`src/rtl/div_sqrt_arb_pkg.sv`:
```
// -----------------------------------------------------------------------------
// div_sqrt_arb_pkg
// Shared types and constants for the div/sqrt arbiter slice.
//   - arb_state_e : arbiter FSM states (IDLE / BUSY / RESP)
//   - FLAG_*_IDX  : bit positions inside the 3-bit flag vector
//                   {Exp_OF, Exp_UF, Div_zero}
//   - OPERAND_W / RM_W / PREC_W : per-requester field widths
//   - unit_resp_t : result + flags captured from the unit
//   - idx_width() : width of a requester index (at least one bit)
// -----------------------------------------------------------------------------
package div_sqrt_arb_pkg;

  localparam int unsigned OPERAND_W = 32;
  localparam int unsigned RM_W      = 2;
  localparam int unsigned PREC_W    = 5;
  localparam int unsigned FLAGS_W   = 3;

  localparam int unsigned FLAG_DZ_IDX = 0;
  localparam int unsigned FLAG_UF_IDX = 1;
  localparam int unsigned FLAG_OF_IDX = 2;

  typedef enum logic [1:0] {
    ST_IDLE = 2'd0,
    ST_BUSY = 2'd1,
    ST_RESP = 2'd2
  } arb_state_e;

  typedef struct packed {
    logic [OPERAND_W-1:0] result;
    logic [FLAGS_W-1:0]   flags;
  } unit_resp_t;

  function automatic int unsigned idx_width(input int unsigned n);
    return (n > 1) ? $clog2(n) : 1;
  endfunction

endpackage

```
`src/rtl/div_sqrt_arb_sel.sv`:
```
// -----------------------------------------------------------------------------
// div_sqrt_arb_sel
// Purely combinational winner selection. The search starts at requester
// index 'ptr' and wraps around; the first asserted request wins. With ptr
// tied to zero this degenerates to fixed lowest-index priority.
// Ports:
//   req        in  NUM_REQ  request vector
//   ptr        in  IDX_W    search start index (must be < NUM_REQ)
//   gnt_onehot out NUM_REQ  one-hot winner (all zero when no request)
//   winner     out IDX_W    binary index of the winner
//   valid      out 1        at least one request is asserted
// -----------------------------------------------------------------------------
module div_sqrt_arb_sel
  import div_sqrt_arb_pkg::*;
#(
  parameter int unsigned NUM_REQ = 2,
  parameter int unsigned IDX_W   = idx_width(NUM_REQ)
) (
  input  logic [NUM_REQ-1:0] req,
  input  logic [IDX_W-1:0]   ptr,
  output logic [NUM_REQ-1:0] gnt_onehot,
  output logic [IDX_W-1:0]   winner,
  output logic               valid
);

  // Walk offsets 0..NUM_REQ-1 from the pointer; the modulo is a single
  // conditional subtract because ptr + offset never reaches 2*NUM_REQ.
  always_comb begin
    int unsigned idx;
    idx        = 0;
    gnt_onehot = '0;
    winner     = '0;
    valid      = 1'b0;
    for (int unsigned ofs = 0; ofs < NUM_REQ; ofs++) begin
      idx = 32'(ptr) + ofs;
      if (idx >= NUM_REQ) begin
        idx = idx - NUM_REQ;
      end
      if (!valid && req[IDX_W'(idx)]) begin
        valid                     = 1'b1;
        gnt_onehot[IDX_W'(idx)]   = 1'b1;
        winner                    = IDX_W'(idx);
      end
    end
  end

endmodule

```
`src/rtl/div_sqrt_arbiter.sv`:
```
// -----------------------------------------------------------------------------
// div_sqrt_arbiter
// Shares one div/sqrt unit between NUM_REQ requesters with at most one
// operation in flight. A request is granted in IDLE when the unit is ready;
// the grant cycle also carries the start pulse and the winner's operands.
// The unit's result is captured on Unit_done_SI and presented to the owner
// until it accepts with its Res_ready_SI bit.
//
// Configuration macro:
//   DIV_SQRT_ARB_RR_EN  defined   -> round-robin arbitration (pointer moves
//                                    to winner+1 after every grant)
//                       undefined -> fixed priority, lowest index wins
//
// Ports:
//   Clk_CI, Rst_RBI               clock, asynchronous active-low reset
//   Req_SI, Sqrt_SI               per-requester request / op select (1=sqrt)
//   Operand_a_DI, Operand_b_DI    per-requester operands, requester 0 in LSBs
//   RM_SI, Precision_ctl_SI       per-requester rounding mode / precision
//   Gnt_SO                        one-hot, one-cycle grant
//   Valid_SO, Res_ready_SI        one-hot result valid to owner / accept
//   Result_DO, Flags_DO           shared result bus, flags {OF, UF, DZ}
//   Div_start_SO, Sqrt_start_SO   unit start pulses
//   Unit_a_DO, Unit_b_DO,
//   Unit_RM_DO, Unit_prec_DO      operands towards the unit
//   Unit_result_DI, Unit_OF_SI,
//   Unit_UF_SI, Unit_DZ_SI        unit result and flags
//   Unit_ready_SI, Unit_done_SI   unit can accept / result valid
// -----------------------------------------------------------------------------
module div_sqrt_arbiter
  import div_sqrt_arb_pkg::*;
#(
  parameter int unsigned NUM_REQ = 2
) (
  input  logic                          Clk_CI,
  input  logic                          Rst_RBI,
  input  logic [NUM_REQ-1:0]            Req_SI,
  input  logic [NUM_REQ-1:0]            Sqrt_SI,
  input  logic [NUM_REQ*OPERAND_W-1:0]  Operand_a_DI,
  input  logic [NUM_REQ*OPERAND_W-1:0]  Operand_b_DI,
  input  logic [NUM_REQ*RM_W-1:0]       RM_SI,
  input  logic [NUM_REQ*PREC_W-1:0]     Precision_ctl_SI,
  output logic [NUM_REQ-1:0]            Gnt_SO,
  output logic [NUM_REQ-1:0]            Valid_SO,
  input  logic [NUM_REQ-1:0]            Res_ready_SI,
  output logic [OPERAND_W-1:0]          Result_DO,
  output logic [FLAGS_W-1:0]            Flags_DO,
  output logic                          Div_start_SO,
  output logic                          Sqrt_start_SO,
  output logic [OPERAND_W-1:0]          Unit_a_DO,
  output logic [OPERAND_W-1:0]          Unit_b_DO,
  output logic [RM_W-1:0]               Unit_RM_DO,
  output logic [PREC_W-1:0]             Unit_prec_DO,
  input  logic [OPERAND_W-1:0]          Unit_result_DI,
  input  logic                          Unit_OF_SI,
  input  logic                          Unit_UF_SI,
  input  logic                          Unit_DZ_SI,
  input  logic                          Unit_ready_SI,
  input  logic                          Unit_done_SI
);

  localparam int unsigned IDX_W = idx_width(NUM_REQ);

  arb_state_e           state_q;
  arb_state_e           state_d;
  logic [IDX_W-1:0]     owner_q;
  unit_resp_t           hold_q;

  logic [NUM_REQ-1:0]   sel_gnt;
  logic [IDX_W-1:0]     sel_winner;
  logic [IDX_W-1:0]     sel_ptr;
  logic                 sel_valid;

  logic                 grant_fire;
  logic                 owner_accept;
  logic [FLAGS_W-1:0]   unit_flags;

  logic [OPERAND_W-1:0] a_arr    [NUM_REQ];
  logic [OPERAND_W-1:0] b_arr    [NUM_REQ];
  logic [RM_W-1:0]      rm_arr   [NUM_REQ];
  logic [PREC_W-1:0]    prec_arr [NUM_REQ];

  // Unpack the flat per-requester buses so the winner can index them.
  for (genvar g = 0; g < NUM_REQ; g++) begin : g_unpack
    assign a_arr[g]    = Operand_a_DI[g*OPERAND_W +: OPERAND_W];
    assign b_arr[g]    = Operand_b_DI[g*OPERAND_W +: OPERAND_W];
    assign rm_arr[g]   = RM_SI[g*RM_W +: RM_W];
    assign prec_arr[g] = Precision_ctl_SI[g*PREC_W +: PREC_W];
  end

  div_sqrt_arb_sel #(
    .NUM_REQ (NUM_REQ),
    .IDX_W   (IDX_W)
  ) u_sel (
    .req        (Req_SI),
    .ptr        (sel_ptr),
    .gnt_onehot (sel_gnt),
    .winner     (sel_winner),
    .valid      (sel_valid)
  );

  // The reset term keeps every output quiet while reset is held, even if a
  // request and Unit_ready_SI are already present.
  assign grant_fire   = Rst_RBI && (state_q == ST_IDLE) && Unit_ready_SI && sel_valid;
  assign owner_accept = (state_q == ST_RESP) && Res_ready_SI[owner_q];

`ifdef DIV_SQRT_ARB_RR_EN
  logic [IDX_W-1:0] rr_ptr_q;

  // Round-robin pointer: the requester after the last winner gets first look.
  always_ff @(posedge Clk_CI or negedge Rst_RBI) begin
    if (!Rst_RBI) begin
      rr_ptr_q <= '0;
    end else if (grant_fire) begin
      rr_ptr_q <= (sel_winner == IDX_W'(NUM_REQ - 1)) ? '0 : sel_winner + IDX_W'(1);
    end
  end

  assign sel_ptr = rr_ptr_q;
`else
  assign sel_ptr = '0;
`endif

  // FSM state register.
  always_ff @(posedge Clk_CI or negedge Rst_RBI) begin
    if (!Rst_RBI) begin
      state_q <= ST_IDLE;
    end else begin
      state_q <= state_d;
    end
  end

  // FSM next-state logic. Unit_done_SI only matters in BUSY.
  always_comb begin
    state_d = state_q;
    case (state_q)
      ST_IDLE: if (grant_fire)   state_d = ST_BUSY;
      ST_BUSY: if (Unit_done_SI) state_d = ST_RESP;
      ST_RESP: if (owner_accept) state_d = ST_IDLE;
      default:                   state_d = ST_IDLE;
    endcase
  end

  always_comb begin
    unit_flags              = '0;
    unit_flags[FLAG_OF_IDX] = Unit_OF_SI;
    unit_flags[FLAG_UF_IDX] = Unit_UF_SI;
    unit_flags[FLAG_DZ_IDX] = Unit_DZ_SI;
  end

  // Owner and result hold register; a reset drops any in-flight result.
  always_ff @(posedge Clk_CI or negedge Rst_RBI) begin
    if (!Rst_RBI) begin
      owner_q <= '0;
      hold_q  <= '0;
    end else begin
      if (grant_fire) begin
        owner_q <= sel_winner;
      end
      if ((state_q == ST_BUSY) && Unit_done_SI) begin
        hold_q.result <= Unit_result_DI;
        hold_q.flags  <= unit_flags;
      end
    end
  end

  // FSM outputs: grant/start/operands only in the grant cycle, result bus
  // only in RESP, zero everywhere else.
  always_comb begin
    Gnt_SO        = '0;
    Div_start_SO  = 1'b0;
    Sqrt_start_SO = 1'b0;
    Unit_a_DO     = '0;
    Unit_b_DO     = '0;
    Unit_RM_DO    = '0;
    Unit_prec_DO  = '0;
    Valid_SO      = '0;
    Result_DO     = '0;
    Flags_DO      = '0;
    if (grant_fire) begin
      Gnt_SO        = sel_gnt;
      Div_start_SO  = ~Sqrt_SI[sel_winner];
      Sqrt_start_SO = Sqrt_SI[sel_winner];
      Unit_a_DO     = a_arr[sel_winner];
      Unit_b_DO     = b_arr[sel_winner];
      Unit_RM_DO    = rm_arr[sel_winner];
      Unit_prec_DO  = prec_arr[sel_winner];
    end
    if (state_q == ST_RESP) begin
      Valid_SO[owner_q] = 1'b1;
      Result_DO         = hold_q.result;
      Flags_DO          = hold_q.flags;
    end
  end

endmodule

```
`config.mk`:
```
export PLATFORM = sky130hd
export DESIGN_NAME = div_sqrt_arbiter
export DESIGN_NICKNAME = d
export VERILOG_FILES = /design/src/rtl/div_sqrt_arb_pkg.sv /design/src/rtl/div_sqrt_arb_sel.sv /design/src/rtl/div_sqrt_arbiter.sv
export SDC_FILE = /design/constraint.sdc
export NUM_CORES = 1
export LEC_CHECK = 0
export ABC_AREA = 1
export CELL_PAD_IN_SITES_DETAIL_PLACEMENT = 0
export CELL_PAD_IN_SITES_GLOBAL_PLACEMENT = 2
export CORE_MARGIN = 10
export CORE_UTILIZATION = 12
export DETAILED_ROUTE_END_ITERATION = 16
export PLACE_DENSITY = 0.84
export SLEW_MARGIN = 10
export SYNTH_ARGS = -nofsm -noshare
export SYNTH_HDL_FRONTEND = slang
export SYNTH_HIERARCHICAL = 1
export SYNTH_SLANG_ARGS = --single-unit
```
`constraint.sdc`:
```
create_clock -name Clk_CI -period 1.3 [get_ports Clk_CI]
set_clock_uncertainty 0.2 [all_clocks]
set_input_delay 0.195 -clock Clk_CI [delete_from_list [all_inputs] [get_ports Clk_CI]]
set_output_delay 0.195 -clock Clk_CI [all_outputs]
set_load 0.01 [all_outputs]
```
==> results of run 1 <==
[stage by stage]
step	hold WS, ps	instance area, sq um	total power, mW	TNS [ps]	util (%)
global route	26.6	7960	8.34	-83420	30.7
floorplan	-301	3460	3.75	-5170	-
finish	-51.4	7960	7.76	-71640	30.7
detailed placement	273	6910	5.38	-127830	26.7
global placement	266	6910	5.34	-128120	26.7
CTS	22.7	7380	6.79	-77610	28.5
[placed cells by master, fill, tap and decap left out, drive strengths merged, types with 3 or more instances in the layout]
cell           Yosys  layout
dfrtp             38      38
nand2            121     121
nor2             114     114
o21ai             37      37
buf               25     170
a21oi              3       3
inv               80      80
clkdlybuf4s50      0     183
clkbuf             9      18
a21boi            71      71
[report_power, final]
part           switching [mW]  leakage (nW)  internal [mW]  total, mW
clock                   0.533        0.0729          0.761       1.29
combinational            2.20          3.06           2.28       4.48
sequential              0.281         0.475           1.71       1.99
total                    3.01          3.61           4.75       7.76
[area by class of cell]
| cell class | count | area, sq um |
|---|---|---|
| well taps | 335 | 419 |
| flip-flops and latches | 38 | 951 |
| clock inverters | 2 | 12.5 |
| clock buffers | 6 | 139 |
| multi-input cells | 351 | 2280 |
| inverters | 80 | 337 |
| fillers | 2801 | 17900 |
| repair buffers | 365 | 3820 |
[sequential cells by signal (all words and copies together), names as in the netlist]
name,cells
state_q,2
hold_q,35
owner_q,1
[path summary, 6_finish.rpt]
check | to | slack, ps | depth (start not counted) | startpoint
worst max-delay path | Unit_b_DO[12] | -610 | 7 | state_q[1]
worst min-delay path | state_q[0] | -50 | 3 | Rst_RBI
worst max register to register | hold_q[3] | -340 | 8 | state_q[1]
worst min register to register | hold_q[21] | 280 | 2 | hold_q[21]
max in group asynchronous | hold_q[31] | 570 | 3 | Rst_RBI
min in group Clk_CI | hold_q[12] | 240 | 3 | Unit_result_DI[9]
[repair_timing]
action                                  in CTS  in global routing
setup buffers                                9                  7
endpoints found under the setup margin     150                150
resized for setup                          371                346
pin swaps                                    4                 15
gates cloned                                 4                 17
[routing by layer]
layer | up-vias | global-route usage (%)
met3 | 7 | 4.61
met4 | 0 | 1.50
met1 | 1982 | 11.5
li1 | 2200 | -
met2 | 208 | 17.0
met5 | - | 0
[worst max-delay path, delay by kind of cell, from the launching register on]
family / cells / cell delay, ps
buf+inv: 4 / 560
flops: 1 / 390
simple gates: 3 / 270
[cell families (layout without fill, tap and decap cells)]
group | after synthesis | count (layout)
AO/OA/AOI/OAI | 111 | 111
buffers and inverters | 114 | 453
flip-flops | 38 | 38
other | 1 | 2
AND/OR/NAND/NOR | 238 | 238
==> summary.md, run 1 <==
| Metric | Value |
|---|---|
| Result of the run | `finished with violations` |
| Violations in the final reports | `negative hold slack, negative setup slack` |
| Top routing layer in use | `met4` |
| Detailed-route DRC error count | `0` |
| Effective utilization at floorplan | `12.1%` |
| Worst Setup Slack, final | `-608 ps` |
| Met2 layer wire length in the routed design | `9770 um` |
| Die ar. | `33000 sq um` |
| Tmin final | `between 1500 and 2000 ps` |
| Yosys warns | `6` |
| Width of the die | `~180 um` |
| Async set or reset register ratio after synthesis | `between 90% and 100%` |
| Metal-1 WL | `a little under 8000 um` |
| Pre-Repair DR Iteration Count | `5` |
| Fraction of layout instances using a drive strength above 1 | `between 30% and 40%` |
| Core footprint | `~26000 sq um` |
| Global-route usage over all layers | `10.0%` |
| Post-CTS clock slew at the launch and capture registers of the worst setup and hold paths | `roughly 60 ps` |
| Cells after Synth | `approximately 500` |
| Setup repair after global routing missed its margin | `yes` |
| Dpl hpwl | `about 14000 um` |
| Overflow left after global routing | `0` |
| Num CTS Buffers | `5` |
| Max-cap violation count | `0` |
| Transition at the pin with the smallest max-transition slack | `523 ps` |
| Critical path's largest stage delay | `about 390 ps` |
| Hold buffer count at cts | `0` |
| Total number of H-tree levels | `2` |
| Antenna violations before repair | `0` |
| Synth area leader | `dfrtp_1` |
| Average cell area after synthesis | `6.24 sq um` |
| Clock root cell | `clkbuf_16` |
| Series of cell instances along the critical path | `buf_6 -> nor2_4 -> nand2_4 -> buf_12 -> clkbuf_16 -> nor2_4 -> buf_6` |
| CP Data Arrival Time | `1510 ps` |
| TritonCTS clock tree | `built` |
| Period utilization | `147%` |
| Die outline height | `around 180 um` |
| Share of synthesized cell area in full adder, half adder and majority cells | `0%` |
| P_leak | `roughly 3.6 nW` |
| Cell with the largest stage delay on the worst path | `dfrtp_1` |
| Worst rel slew slack | `approximately 65%` |
| Post-synthesis compound-gate area fraction | `23.4%` |
| Multiplexer share of the synthesized area | `0%` |
| Post-DR vias/cell | `3.74` |
| Synth area leaders | `dfrtp_1 (30%), nand2_1 (14%), a21boi_0 (14%)` |
| Number of nets in the layout | `1028` |
| Predominant post-synthesis flop cell | `dfrtp_1` |
| Critical path peak fanout | `7` |
| Pre-CTS worst setup slack | `-1370 ps` |
| Cell Count Post-Placement | `approximately 1100` |
| Standard-cell rows | `59` |
| Worst Path Class, Setup | `flip-flop to output port` |
| Final Non-Filler Cells | `1177` |
| Most used standard cell by instance count after synthesis | `nand2_1` |
| Synth cell count leaders | `nand2_1 (121), nor2_1 (114), inv_1 (79)` |
| Critical path startpoint category | `flip-flop` |
| Antenna diode instance count | `0` |
| Class of the tightest hold or removal check | `primary input to async pin` |
| VDD IR-drop max | `0.000633 V` |
| Routed Antenna Nets | `0` |
| Maximum number of pins on one net before global-route repair | `57` |
| Synth Register Bits | `38` |
| Port bufs | `298` |
| DRT Wirelength | `slightly below 20000 um` |
| PD cells | `a little under 1000 nW/um^2` |
| Average routed wire per standard cell | `around 17 um` |
| Endpoints failing hold | `38` |
| Final setup fails | `150` |
| Xor and xnor area share after synthesis | `0%` |
| Ports placed on the boundary | `approximately 300` |
| Main combinational cell family by area after synthesis | `simple AND/OR/NAND/NOR gates` |
| Vias in the first global route | `roughly 4500` |
| Via total after detailed routing | `roughly 4400` |
| Cell Area, Synth | `3130 sq um` |
| Maximum count of clock buffers along a single path | `2` |
| Worst hold slack after final layout | `-51.4 ps` |
| Upper clock frequency limit | `about 0.52 GHz` |
| Clock insertion delay at the later pin of the skew report | `280 ps` |
| Detail Route met3 WL | `2150 um` |
| Number of DRC violations after detailed-routing iteration 0 | `131` |
| Top-area cell type share of the netlist area | `30.3%` |
| Clock net sink count | `38` |
| CP required | `approximately 900 ps` |
| Weighted congestion at the end of routability-driven global placement | `0.751` |
| EDFF count, synth | `0` |
| Worst Setup End Kind | `output port` |
| Proportion of synthesized chip area in sequential cells | `between 30 and 40%` |
| Max Transition Viols Final | `0` |
| Global-route wire length before repair | `approximately 27000 um` |
| Simple-Gate Fraction of Synth Area | `28.8%` |
| Number of different library cells in the post-synthesis netlist | `19` |
| Area growth from synthesis to layout | `154%` |
Power figures use the tool's default switching activity.
==> inputs of run 2 (changes only) <==
--- a/config.mk
+++ b/config.mk
@@ -12,6 +12,7 @@
 export CORE_UTILIZATION = 12
 export DETAILED_ROUTE_END_ITERATION = 16
 export PLACE_DENSITY = 0.84
+export SKIP_LAST_GASP = 1
 export SLEW_MARGIN = 10
 export SYNTH_ARGS = -nofsm -noshare
 export SYNTH_HDL_FRONTEND = slang
==> summary.md, run 2 (synthesis results as in run 1) <==
| Metric | Value |
|---|---|
| Combined buffer and inverter count along the critical path | `4 (unchanged)` |
| Port bufs | `298 (unchanged)` |
| Effective utilization at floorplan | `12.1% (unchanged)` |
| Average routed wire per standard cell | `17.1 um (+1.1%)` |
| Global-route wire length before repair | `26700 um (-0.46%)` |
| Termination of the worst setup path | `Unit_a_DO[30]` |
| Die outline height | `182 um (unchanged)` |
| Worst hold slack after final layout | `-45.7 ps (+5.68 ps)` |
| Most numerous cell on the critical path | `buf_12` |
| Via total after detailed routing | `4412 (+0.34%)` |
| Clock insertion delay at the later pin of the skew report | `280 ps (about the same)` |
| TritonCTS clock tree | `built` |
| Post-DR vias/cell | `3.75 (+0.26%)` |
| Post-CTS clock slew at the launch and capture registers of the worst setup and hold paths | `60 ps (about the same)` |
| Transition at the pin with the smallest max-transition slack | `531 ps (+8.67 ps)` |
| Register bank with the most flops | `hold_q` |
| Endpoints failing hold | `38 (unchanged)` |
| Core footprint | `25900 sq um (unchanged)` |
| Worst Setup Slack, final | `-602 ps (+6.41 ps)` |
| Area taken by multi-input logic gates | `2300 sq um (+0.66%)` |
| Ports placed on the boundary | `299 (unchanged)` |
| Weighted congestion at the end of routability-driven global placement | `0.751 (unchanged)` |
| Series of cell instances along the critical path | `buf_6 -> nor2_4 -> nand2_4 -> buf_12 -> buf_12 -> nor2_2 -> buf_2` |
| Clock net sink count | `38 (unchanged)` |
| Width of the die | `182 um (unchanged)` |
| Pre-CTS worst setup slack | `-1370 ps (unchanged)` |
| Die ar. | `33000 sq um (unchanged)` |
| Overflow left after global routing | `0 (unchanged)` |
| Standard-cell rows | `59 (unchanged)` |
| Period utilization | `146% (-0.49 points)` |
| Logic depth of the worst path, buffers included | `7 (unchanged)` |
| Max-cap violation count | `0 (unchanged)` |
| Number of DRC violations after detailed-routing iteration 0 | `109 (-17%)` |
| Clock root cell | `clkbuf_16` |
| Upper clock frequency limit | `0.526 GHz (+0.34%)` |
| Combined flip-flop and latch cell area | `951 sq um (unchanged)` |
| CP Data Arrival Time | `1510 ps (about the same)` |
| Worst Setup End Kind | `output port` |
| Pre-Repair DR Iteration Count | `6 (+1)` |
| Setup repair after global routing missed its margin | `yes` |
| Final Power | `7.78 mW (+0.19%)` |
| Dpl hpwl | `13600 um (unchanged)` |
| PD cells | `971 nW/um^2 (-0.43%)` |
| Fill cell total of the finished layout | `2780 (-0.75%)` |
| Worst Reg-to-Reg Cells | `6 (-2)` |
| Critical path startpoint category | `flip-flop` |
| Routed Antenna Nets | `0 (unchanged)` |
| Cell with the largest stage delay on the worst path | `dfrtp_1` |
| Result of the run | `finished with violations` |
| Num CTS Buffers | `5 (unchanged)` |
| Antenna diode instance count | `0 (unchanged)` |
| Flip-flop count of the largest register after layout | `35 (unchanged)` |
| Antenna violations before repair | `0 (unchanged)` |
| Most common cell after layout, fill and taps aside | `clkdlybuf4s50_1` |
| Kind of cell adding the most delay to the critical path | `buffers and inverters` |
| Cell area after placement | `6910 sq um (unchanged)` |
| CP required | `900 ps (about the same)` |
| Worst rel slew slack | `64.6% (-0.58 points)` |
| VDD IR-drop max | `0.000695 V (+9.7%)` |
| Post-layout utilization of the core | `30.9% (+0.19 points)` |
| Vias in the first global route | `4483 (-0.77%)` |
| Detailed-route DRC error count | `0 (unchanged)` |
| Largest registers in the final layout | `hold_q x35, state_q x2, owner_q x1` |
| Violations in the final reports | `negative hold slack, negative setup slack` |
| Number of nets in the layout | `1029 (+0.097%)` |
| Tmin final | `1900 ps (-6.41 ps)` |
| DRT Wirelength | `20100 um (+1.2%)` |
| Startpoint of the worst register-to-register path | `state_q[1]` |
| Area growth from synthesis to layout | `156%` |
| Maximum number of pins on one net before global-route repair | `57 (unchanged)` |
| Fraction of layout instances using a drive strength above 1 | `37.4% (-0.52 points)` |
| Maximum count of clock buffers along a single path | `2 (unchanged)` |
| Max Transition Viols Final | `0 (unchanged)` |
| Hold buffer count at cts | `0 (unchanged)` |
| Class of the tightest hold or removal check | `primary input to async pin` |
| Reg-to-reg slack, setup | `-300 ps (+40 ps)` |
| P_leak | `3.64 nW (+1.0%)` |
| Commonest non-fill, non-tap cells in the layout | `clkdlybuf4s50_1 (183), nand2_1 (115), inv_1 (76)` |
| Finished layout cell area | `8010 sq um (+0.63%)` |
| Final setup fails | `150 (unchanged)` |
| Setup crit start | `state_q[1]` |
| Critical path's largest stage delay | `390 ps (about the same)` |
| Worst Path Class, Setup | `flip-flop to output port` |
| Global-route usage over all layers | `9.95% (-0.050 points)` |
| Critical path peak fanout | `12 (+5)` |
| Total number of H-tree levels | `2 (unchanged)` |
| Worst r2r dst | `hold_q[25]` |
-- run 2: cell types whose count changed in the layout (fill, tap and decap cells not counted), moves of 2 or more --
cell | before | now
o21ai_0 | 19 | 24
buf_12 | 11 | 15
buf_6 | 72 | 68
nor2_2 | 53 | 49
o21ai_1 | 17 | 13
a21boi_0 | 19 | 21
buf_4 | 21 | 19
nor2_1 | 6 | 8
nor2_4 | 55 | 57
-- run 2: how the worst min path moves through the flow --
stage	from	to	slack, ps
finish	Rst_RBI	state_q[0]	-50
global route	Rst_RBI	state_q[0]	30
CTS	Rst_RBI	hold_q[32]	20
detailed placement	hold_q[17]	hold_q[17]	270
global placement	hold_q[16]	hold_q[16]	270
floorplan	Rst_RBI	hold_q[0]	-300
-- run 2: what timing repair did --
action	in CTS	in global routing
endpoints found under the hold margin	0	0
buffers inserted	9	6
pin swaps	4	25
resized for setup	225	448
endpoints found under the setup margin	150	150
cloned	4	19
-- run 2: per-layer routing --
metal	global-route usage (%)	routed length, um	vias to the layer above
met5	0	0	-
met2	16.7	9820	201
met3	4.59	2240	9
li1	-	-	2213
met4	1.50	124	0
met1	11.5	7900	1989
-- run 2: tightest hold or removal path, stage by stage --
cell and delay (ps):
buf_2 140, buf_4 130, buf_4 420
-- run 2: area by class of cell --
cell class,instances,share of cell area (%)
clock buffers,6,1.73
clock inverters,2,0.156
well taps,335,5.23
multi-input cells,352,28.7
flip-flops and latches,38,11.9
repair buffers,365,48.1
inverters,80,4.20
-- run 2: power by group --
group	internal, mW	switching (mW)
combinational	2.30	2.21
clock	0.761	0.520
sequential	1.71	0.279
total	4.77	3.01
-- run 2: per-stage QoR --
step           TNS [ps]  cells
6_report         -69400   1178
5_1_grt          -80580   1178
4_1_cts          -94920   1154
3_5_place_dp    -127830   1134
3_3_place_gp    -128120   1134
2_1_floorplan     -5170    503
